### src/rtl/exe_stage.sv
// Execute stage: single-cycle ALU, HI/LO register pair, 32x32 multiplier and an
// iterative restoring divider that stalls the pipeline while it runs.
//
// state     | meaning
// ----------+----------------------------------------------------------------
// ST_IDLE   | accepting instructions; a DIV latches its operands here
// ST_BUSY   | one restoring quotient bit per cycle, 32 cycles
// ST_DONE   | stall released, quotient/remainder written to LO/HI
module exe_stage (
    input  logic        clk,
    input  logic        rst,
    input  logic        flush_i,
    input  logic [2:0]  id_alu_sel_i,
    input  logic [7:0]  id_alu_op_i,
    input  logic [31:0] id_reg1_i,
    input  logic [31:0] id_reg2_i,
    input  logic        id_wreg_i,
    input  logic [4:0]  id_wd_i,
    input  logic        id_mt_hi_i,
    input  logic        id_mt_lo_i,
    input  logic        id_mf_hi_i,
    input  logic        id_mf_lo_i,
    input  logic        id_rmem_i,
    input  logic        id_wmem_i,
    input  logic [31:0] id_mem_io_addr_i,
    output logic        exe_wreg_o,
    output logic [4:0]  exe_wd_o,
    output logic [31:0] exe_wdata_o,
    output logic        exe_rmem_o,
    output logic        exe_wmem_o,
    output logic [31:0] exe_mem_io_addr_o,
    output logic [31:0] exe_mem_wdata_o,
    output logic        stall_req_o,
    output logic [31:0] hi_o,
    output logic [31:0] lo_o
);

    localparam logic [2:0] SEL_LOGIC = 3'd1;
    localparam logic [2:0] SEL_SHIFT = 3'd2;
    localparam logic [2:0] SEL_ARITH = 3'd3;
    localparam logic [2:0] SEL_MOVE  = 3'd4;
    localparam logic [2:0] SEL_MUL   = 3'd5;
    localparam logic [2:0] SEL_DIV   = 3'd6;

    localparam logic [1:0] ST_IDLE = 2'd0;
    localparam logic [1:0] ST_BUSY = 2'd1;
    localparam logic [1:0] ST_DONE = 2'd2;

    logic [1:0]  state_q, state_d;
    logic [5:0]  cnt_q, cnt_d;
    logic [31:0] hi_q, hi_d;
    logic [31:0] lo_q, lo_d;
    logic [31:0] dvd_q, dvd_d;
    logic [31:0] dsr_q, dsr_d;
    logic [31:0] rem_q, rem_d;
    logic        q_neg_q, q_neg_d;
    logic        r_neg_q, r_neg_d;
    logic        dz_q, dz_d;

    logic [31:0] alu_res;
    logic [4:0]  shamt;
    logic [63:0] mul_a, mul_b, mul_p;
    logic        mul_valid;
    logic        is_div, div_signed;
    logic [31:0] abs1, abs2;
    logic [32:0] shifted, diff;
    logic        q_bit;
    logic [31:0] quot_fix, rem_fix;

    assign shamt = id_reg1_i[4:0];

    always_comb begin
        alu_res = '0;
        case (id_alu_sel_i)
            SEL_LOGIC: begin
                case (id_alu_op_i)
                    8'd0:    alu_res = id_reg1_i & id_reg2_i;
                    8'd1:    alu_res = id_reg1_i | id_reg2_i;
                    8'd2:    alu_res = id_reg1_i ^ id_reg2_i;
                    8'd3:    alu_res = ~(id_reg1_i | id_reg2_i);
                    default: alu_res = '0;
                endcase
            end
            SEL_SHIFT: begin
                case (id_alu_op_i)
                    8'd0:    alu_res = id_reg2_i << shamt;
                    8'd1:    alu_res = id_reg2_i >> shamt;
                    8'd2:    alu_res = $signed(id_reg2_i) >>> shamt;
                    default: alu_res = '0;
                endcase
            end
            SEL_ARITH: begin
                case (id_alu_op_i)
                    8'd0:    alu_res = id_reg1_i + id_reg2_i;
                    8'd1:    alu_res = id_reg1_i - id_reg2_i;
                    8'd2:    alu_res = {31'b0, ($signed(id_reg1_i) < $signed(id_reg2_i))};
                    8'd3:    alu_res = {31'b0, (id_reg1_i < id_reg2_i)};
                    default: alu_res = '0;
                endcase
            end
            SEL_MOVE: begin
                if (id_mf_hi_i)
                    alu_res = hi_q;
                else if (id_mf_lo_i)
                    alu_res = lo_q;
            end
            default: alu_res = '0;
        endcase
    end

    // Sign- or zero-extend to 64 bits so one unsigned multiply covers both ops.
    assign mul_valid = (id_alu_sel_i == SEL_MUL) && ((id_alu_op_i == 8'd0) || (id_alu_op_i == 8'd1));
    assign mul_a     = (id_alu_op_i == 8'd0) ? {{32{id_reg1_i[31]}}, id_reg1_i} : {32'b0, id_reg1_i};
    assign mul_b     = (id_alu_op_i == 8'd0) ? {{32{id_reg2_i[31]}}, id_reg2_i} : {32'b0, id_reg2_i};
    assign mul_p     = mul_a * mul_b;

    assign is_div     = (id_alu_sel_i == SEL_DIV);
    assign div_signed = (id_alu_op_i == 8'd0);
    assign abs1       = (div_signed && id_reg1_i[31]) ? (32'd0 - id_reg1_i) : id_reg1_i;
    assign abs2       = (div_signed && id_reg2_i[31]) ? (32'd0 - id_reg2_i) : id_reg2_i;

    // Quotient bits shift into dvd_q as dividend bits shift out.
    assign shifted  = {rem_q, dvd_q[31]};
    assign diff     = shifted - {1'b0, dsr_q};
    assign q_bit    = ~diff[32];
    assign quot_fix = q_neg_q ? (32'd0 - dvd_q) : dvd_q;
    assign rem_fix  = r_neg_q ? (32'd0 - rem_q) : rem_q;

    always_comb begin
        state_d = state_q;
        cnt_d   = cnt_q;
        hi_d    = hi_q;
        lo_d    = lo_q;
        dvd_d   = dvd_q;
        dsr_d   = dsr_q;
        rem_d   = rem_q;
        q_neg_d = q_neg_q;
        r_neg_d = r_neg_q;
        dz_d    = dz_q;
        if (flush_i) begin
            state_d = ST_IDLE;
            cnt_d   = '0;
        end else begin
            case (state_q)
                ST_IDLE: begin
                    if (is_div) begin
                        cnt_d   = '0;
                        rem_d   = '0;
                        q_neg_d = div_signed & (id_reg1_i[31] ^ id_reg2_i[31]);
                        r_neg_d = div_signed & id_reg1_i[31];
                        if (id_reg2_i == 32'd0) begin
                            dz_d    = 1'b1;
                            dvd_d   = id_reg1_i;
                            dsr_d   = '0;
                            state_d = ST_DONE;
                        end else begin
                            dz_d    = 1'b0;
                            dvd_d   = abs1;
                            dsr_d   = abs2;
                            state_d = ST_BUSY;
                        end
                    end else if (mul_valid) begin
                        hi_d = mul_p[63:32];
                        lo_d = mul_p[31:0];
                    end else if (id_alu_sel_i == SEL_MOVE) begin
                        if (id_mt_hi_i)
                            hi_d = id_reg1_i;
                        if (id_mt_lo_i)
                            lo_d = id_reg1_i;
                    end
                end
                ST_BUSY: begin
                    dvd_d = {dvd_q[30:0], q_bit};
                    rem_d = q_bit ? diff[31:0] : shifted[31:0];
                    cnt_d = cnt_q + 6'd1;
                    if (cnt_q == 6'd31)
                        state_d = ST_DONE;
                end
                ST_DONE: begin
                    hi_d    = dz_q ? dvd_q : rem_fix;
                    lo_d    = dz_q ? 32'hFFFF_FFFF : quot_fix;
                    state_d = ST_IDLE;
                end
                default: state_d = ST_IDLE;
            endcase
        end
    end

    always_ff @(posedge clk or negedge rst) begin
        if (!rst) begin
            state_q <= ST_IDLE;
            cnt_q   <= '0;
            hi_q    <= '0;
            lo_q    <= '0;
            dvd_q   <= '0;
            dsr_q   <= '0;
            rem_q   <= '0;
            q_neg_q <= 1'b0;
            r_neg_q <= 1'b0;
            dz_q    <= 1'b0;
        end else begin
            state_q <= state_d;
            cnt_q   <= cnt_d;
            hi_q    <= hi_d;
            lo_q    <= lo_d;
            dvd_q   <= dvd_d;
            dsr_q   <= dsr_d;
            rem_q   <= rem_d;
            q_neg_q <= q_neg_d;
            r_neg_q <= r_neg_d;
            dz_q    <= dz_d;
        end
    end

    // Pass-throughs are gated so every output reads zero while reset is held.
    assign stall_req_o       = rst & ~flush_i & (((state_q == ST_IDLE) & is_div) | (state_q == ST_BUSY));
    assign exe_wdata_o       = rst ? alu_res : 32'd0;
    assign exe_wreg_o        = rst & id_wreg_i;
    assign exe_wd_o          = rst ? id_wd_i : 5'd0;
    assign exe_rmem_o        = rst & id_rmem_i;
    assign exe_wmem_o        = rst & id_wmem_i;
    assign exe_mem_io_addr_o = rst ? id_mem_io_addr_i : 32'd0;
    assign exe_mem_wdata_o   = rst ? id_reg2_i : 32'd0;
    assign hi_o              = hi_q;
    assign lo_o              = lo_q;

endmodule

### config.mk
export PLATFORM = sky130hd
export DESIGN_NAME = exe_stage
export DESIGN_NICKNAME = d
export VERILOG_FILES = /design/src/rtl/exe_stage.sv
export SDC_FILE = /design/constraint.sdc
export NUM_CORES = 2
export LEC_CHECK = 0
export CAP_MARGIN = 0
export CORE_UTILIZATION = 65
export DETAILED_ROUTE_END_ITERATION = 12
export PLACE_DENSITY = 0.91
export SYNTH_ARGS = -nofsm -noshare
export SYNTH_HDL_FRONTEND = slang
export SYNTH_SLANG_ARGS = --single-unit
### constraint.sdc
create_clock -name clk -period 8.3 [get_ports clk]
set_clock_uncertainty 0.2 [all_clocks]
set_input_delay 1.245 -clock clk [delete_from_list [all_inputs] [get_ports clk]]
set_output_delay 1.245 -clock clk [all_outputs]
set_load 0.03 [all_outputs]
==> flow_metrics.env, run 1 <==
export IMPL_status="aborted with a tool error"
export IMPL_haltStage="5_1_grt"
export IMPL_error="[ERROR GRT-0116] Global routing finished with congestion. Check the congestion regions in the DRC Viewer."
export IMPL_cts_root_buf="clkbuf_16"
export IMPL_dp_slack_ns=-3.13
export IMPL_start_util=0.657
export IMPL_dp_hpwl_um=262000
export IMPL_dpl_cell_area_um2=80600
export IMPL_yosysSeqAreaShare=0.0627
export IMPL_ys_ff_latch=171
export IMPL_grt_start_max_net_pins=98
export IMPL_async_reset_ff_frac=1.00
export IMPL_grt_pass1_wl_um=575000
export IMPL_cts_max_path_buffers=2
export IMPL_yosysTopAreaCellShare=0.417
export IMPL_syn_area_per_cell_um2=8.27
export IMPL_h_tree_depth=4
export IMPL_synth_nets=10200
export IMPL_yosys_area_top_type="fa_1"
export IMPL_ys_flop_type="dfrtp_1"
export IMPL_numCtsBuffers=17
export IMPL_synth_cells=8244
export IMPL_dieWidth_um=326
export IMPL_synthTopCellsByArea="fa_1 42%, inv_1 9.3%, ha_1 8.1%"
export IMPL_fp_dieH_um=326
export IMPL_num_io_pins=291
export IMPL_yosysWarnings=0
export IMPL_synthMostInstantiatedCell="inv_1"
export IMPL_syn_cell_area_um2=68200
export IMPL_synth_edf_count=0
export IMPL_grt_pass1_vias=83600
export IMPL_yosysUniqueCellTypes=82
export IMPL_cts_sinks=171
export IMPL_grt_overflow=196
export IMPL_place_congestion=1.21
export IMPL_ys_top_cells_by_count="1696 x inv_1, 1422 x fa_1, 1136 x nand2_1"
export IMPL_track_usage=0.750
export IMPL_rows=118
export IMPL_io_buffer_count=290
metal layers:
layer	GRT overflow	GRT usage
met3	9	0.560
met5	0	0.224
met4	89	0.760
met2	95	0.936
met1	3	0.758
logic make-up after synthesis:
| kind of cell | after synthesis | synth area share |
|---|---|---|
| AOI/OAI and AO/OA | 1381 | 0.123 |
| muxes | 136 | 0.0246 |
| adders and majority gates | 1863 | 0.498 |
| xor gates and xnor gates | 282 | 0.0362 |
| and+or+nand+nor | 2196 | 0.133 |
| buffers and inverters | 2215 | 0.122 |
| DFF | 171 | 0.0627 |
per-stage QoR:
stage | utilization | TNS [ns] | hold slack (ns) | std cells
global placement | 0.777 | -108.23 | 0.266 | 10400
detailed placement | 0.777 | -116.77 | 0.271 | 10400
CTS | 0.823 | -53.20 | 0.287 | 10700
floorplan | - | -37.09 | 0.249 | 8244
what timing repair did:
action,4_1_cts
endpoints found under the setup margin,52
buffers inserted,194
pin swaps,346
resized for setup,796
hold buffers,0
cloned,12
==> run 2, diff against run 1 <==
- CORE_UTILIZATION: 65 -> 40
- PLACE_DENSITY: 0.91 -> not set
- PLACE_DENSITY_LB_ADDON: not set -> 0.15
==> run 2 against run 1 <==
- the flow now finishes, with violations (negative setup slack)
- synthesized area did not move
- synthesized cell count did not move
==> flow_metrics.env, run 2 <==
export IMPL_period_share=1.23
export IMPL_drive_gt1_frac=0.211
export IMPL_hold_depth=2
export IMPL_start_util=0.403
export IMPL_cts_tree="built"
export IMPL_crit_family="adder cells"
export IMPL_rsz0062_at_grt="yes"
export IMPL_coreArea_um2=169000
export IMPL_synth_cells=8244
export IMPL_end_kind="flip-flop"
export IMPL_yosysSeqAreaShare=0.0627
export IMPL_fin_nets=11300
export IMPL_tns_ns=-57.94
export IMPL_antenna_found_initial=26
export IMPL_drv_cap=0
export IMPL_worst_path_stages=40
export IMPL_crit_arrival_ns=10.40
export IMPL_violations="negative setup slack"
export IMPL_yosysUniqueCellTypes=82
export IMPL_num_io_pins=291
export IMPL_dp_slack_ns=-3.06
export IMPL_mostFrequentLayoutCells="1598 x inv_1, 1326 x fa_1, 1100 x nand2_1"
export IMPL_io_buffer_count=290
export IMPL_async_reset_ff_frac=1.00
export IMPL_cts_max_path_buffers=2
export IMPL_wl_um=349000
export IMPL_numCtsBuffers=17
export IMPL_maxSlewViolCount=0
export IMPL_fmax_ghz=0.0979
export IMPL_worstPathRequired_ns=8.49
export IMPL_dp_hpwl_um=292000
export IMPL_drc=0
export IMPL_finalCriticalPeriod_ns=10.21
export IMPL_synth_nets=10200
export IMPL_synthMostInstantiatedCell="inv_1"
export IMPL_critPathBufInv=13
export IMPL_yosysWarnings=0
export IMPL_cp_max_fo=5
export IMPL_drtAntennaViolNets=0
export IMPL_seq_area_um2=4280
export IMPL_cts_hold_buf=0
export IMPL_worst_slew_pin_slew_ns=1.17
export IMPL_syn_area_per_cell_um2=8.27
export IMPL_dieArea_um2=172000
export IMPL_vias_per_cell=5.60
export IMPL_avgRoutedWirePerCell_um=30.2
export IMPL_multiInputGateArea_um2=58300
export IMPL_crit_slowest_cell="fa_1"
export IMPL_status="finished with violations"
export IMPL_dieWidth_um=415
export IMPL_ys_ff_latch=171
export IMPL_nFillCells=16200
export IMPL_setup_violations=46
export IMPL_crit_path_max_incr_delay_ns=0.57
export IMPL_cts_sinks=171
export IMPL_clk_pin_slew_ns=0.08
export IMPL_grt_start_max_net_pins=89
export IMPL_h_tree_depth=4
export IMPL_grt_pass1_vias=67700
export IMPL_drt_first_pass_iters=7
export IMPL_hold_class="reg2reg"
export IMPL_dr_total_vias=64700
export IMPL_grt_pass1_wl_um=497000
export IMPL_crit_top_cell="fa_1"
export IMPL_yosysTopAreaCellShare=0.417
export IMPL_setup_ws_ns=-1.91
export IMPL_final_common_cell="inv_1"
export IMPL_ys_flop_type="dfrtp_1"
export IMPL_fp_dieH_um=415
export IMPL_drtIter0Drc=5977
export IMPL_hold_viol_final=0
export IMPL_max_slew_margin=0.221
export IMPL_insertion_delay_ns=0.46
export IMPL_synth_edf_count=0
export IMPL_place_congestion=1.02
export IMPL_area_growth_pct=28.1
export IMPL_path_class="in2reg"
export IMPL_grt_overflow=0
export IMPL_cts_root_buf="clkbuf_16"
export IMPL_rows=151
export IMPL_start_kind="input pin"
export IMPL_synthTopCellsByArea="fa_1 42%, inv_1 9.3%, ha_1 8.1%"
export IMPL_syn_cell_area_um2=68200
export IMPL_yosys_area_top_type="fa_1"
export IMPL_track_usage=0.406
export IMPL_ys_top_cells_by_count="1696 x inv_1, 1422 x fa_1, 1136 x nand2_1"
export IMPL_r2r_cells=16
## run 2: cell counts after synthesis
Identical to the previous run, type by type.
## run 2: cells by family (layout without fill, tap and decap cells)
family	after synthesis	after routing	synth area share
compound gates	1381	1381	0.123
fa+ha+maj	1863	1863	0.498
other cells	0	11	0
mux	136	136	0.0246
xor+xnor	282	282	0.0362
buf+inv	2215	3303	0.122
simple gates	2196	2196	0.133
flops	171	171	0.0627
## run 2: metrics by stage
stage                     instance area (um2)  cells   util  hold slack, ns
after floorplan                         69800   8244      -           0.249
after detailed placement                82500  11400  0.487           0.272
after global placement                  82500  11400  0.487           0.268
after global routing                    87300  11600  0.516           0.308
final                                   87300  11600  0.516           0.282
after CTS                               86000  11500  0.508           0.288
## run 2: worst paths after layout
path                        endpoint  slack (ns)            from
hold / removal             dsr_q[14]        0.28       dsr_q[14]
hold reg to reg            dsr_q[14]        0.28       dsr_q[14]
setup / recovery            hi_o[28]       -1.91  id_alu_op_i[2]
max in group asynchronous       dz_q        4.90             rst
min in group asynchronous  dsr_q[13]        0.61             rst
setup reg to reg            rem_q[6]        3.27       dvd_q[31]
## run 2: worst min-delay path, delay by kind of cell (launching register included)
| family | cells | cell delay [ns] |
|---|---|---|
| flops | 1 | 0.34 |
| simple gates | 1 | 0.05 |
| compound gates | 1 | 0.06 |
## run 2: final cells by class
type | count | share of cell area
diodes | 11 | 0.000315
flip-flops and latches | 171 | 0.0490
inverters | 1727 | 0.0754
repair buffers | 1544 | 0.169
well taps | 2218 | 0.0318
clock buffers | 19 | 0.00507
multi-input cells | 5858 | 0.668
clock inverters | 13 | 0.00136
## run 2: timing repair
action                                  4_1_cts  5_1_grt
gates resized for setup                     587      234
endpoints found under the setup margin       52       52
pin swaps                                   299      231
cloned                                       11        2
setup buffers                                91       45
hold endpoints to repair                      0        0
## run 2: routing by layer
| layer | track usage | up-vias | routed length, um |
|---|---|---|---|
| met4 | 0.265 | 14 | 28800 |
| met1 | 0.517 | 33100 | 136000 |
| met3 | 0.0635 | 796 | 27600 |
| li1 | - | 27700 | - |
| met2 | 0.640 | 3132 | 157000 |
| met5 | 0 | - | 103 |
Power of run 2 is left out: the tool's default activity adds up to more than one toggle a clock period on the data nets, which glitch-free logic cannot reach.
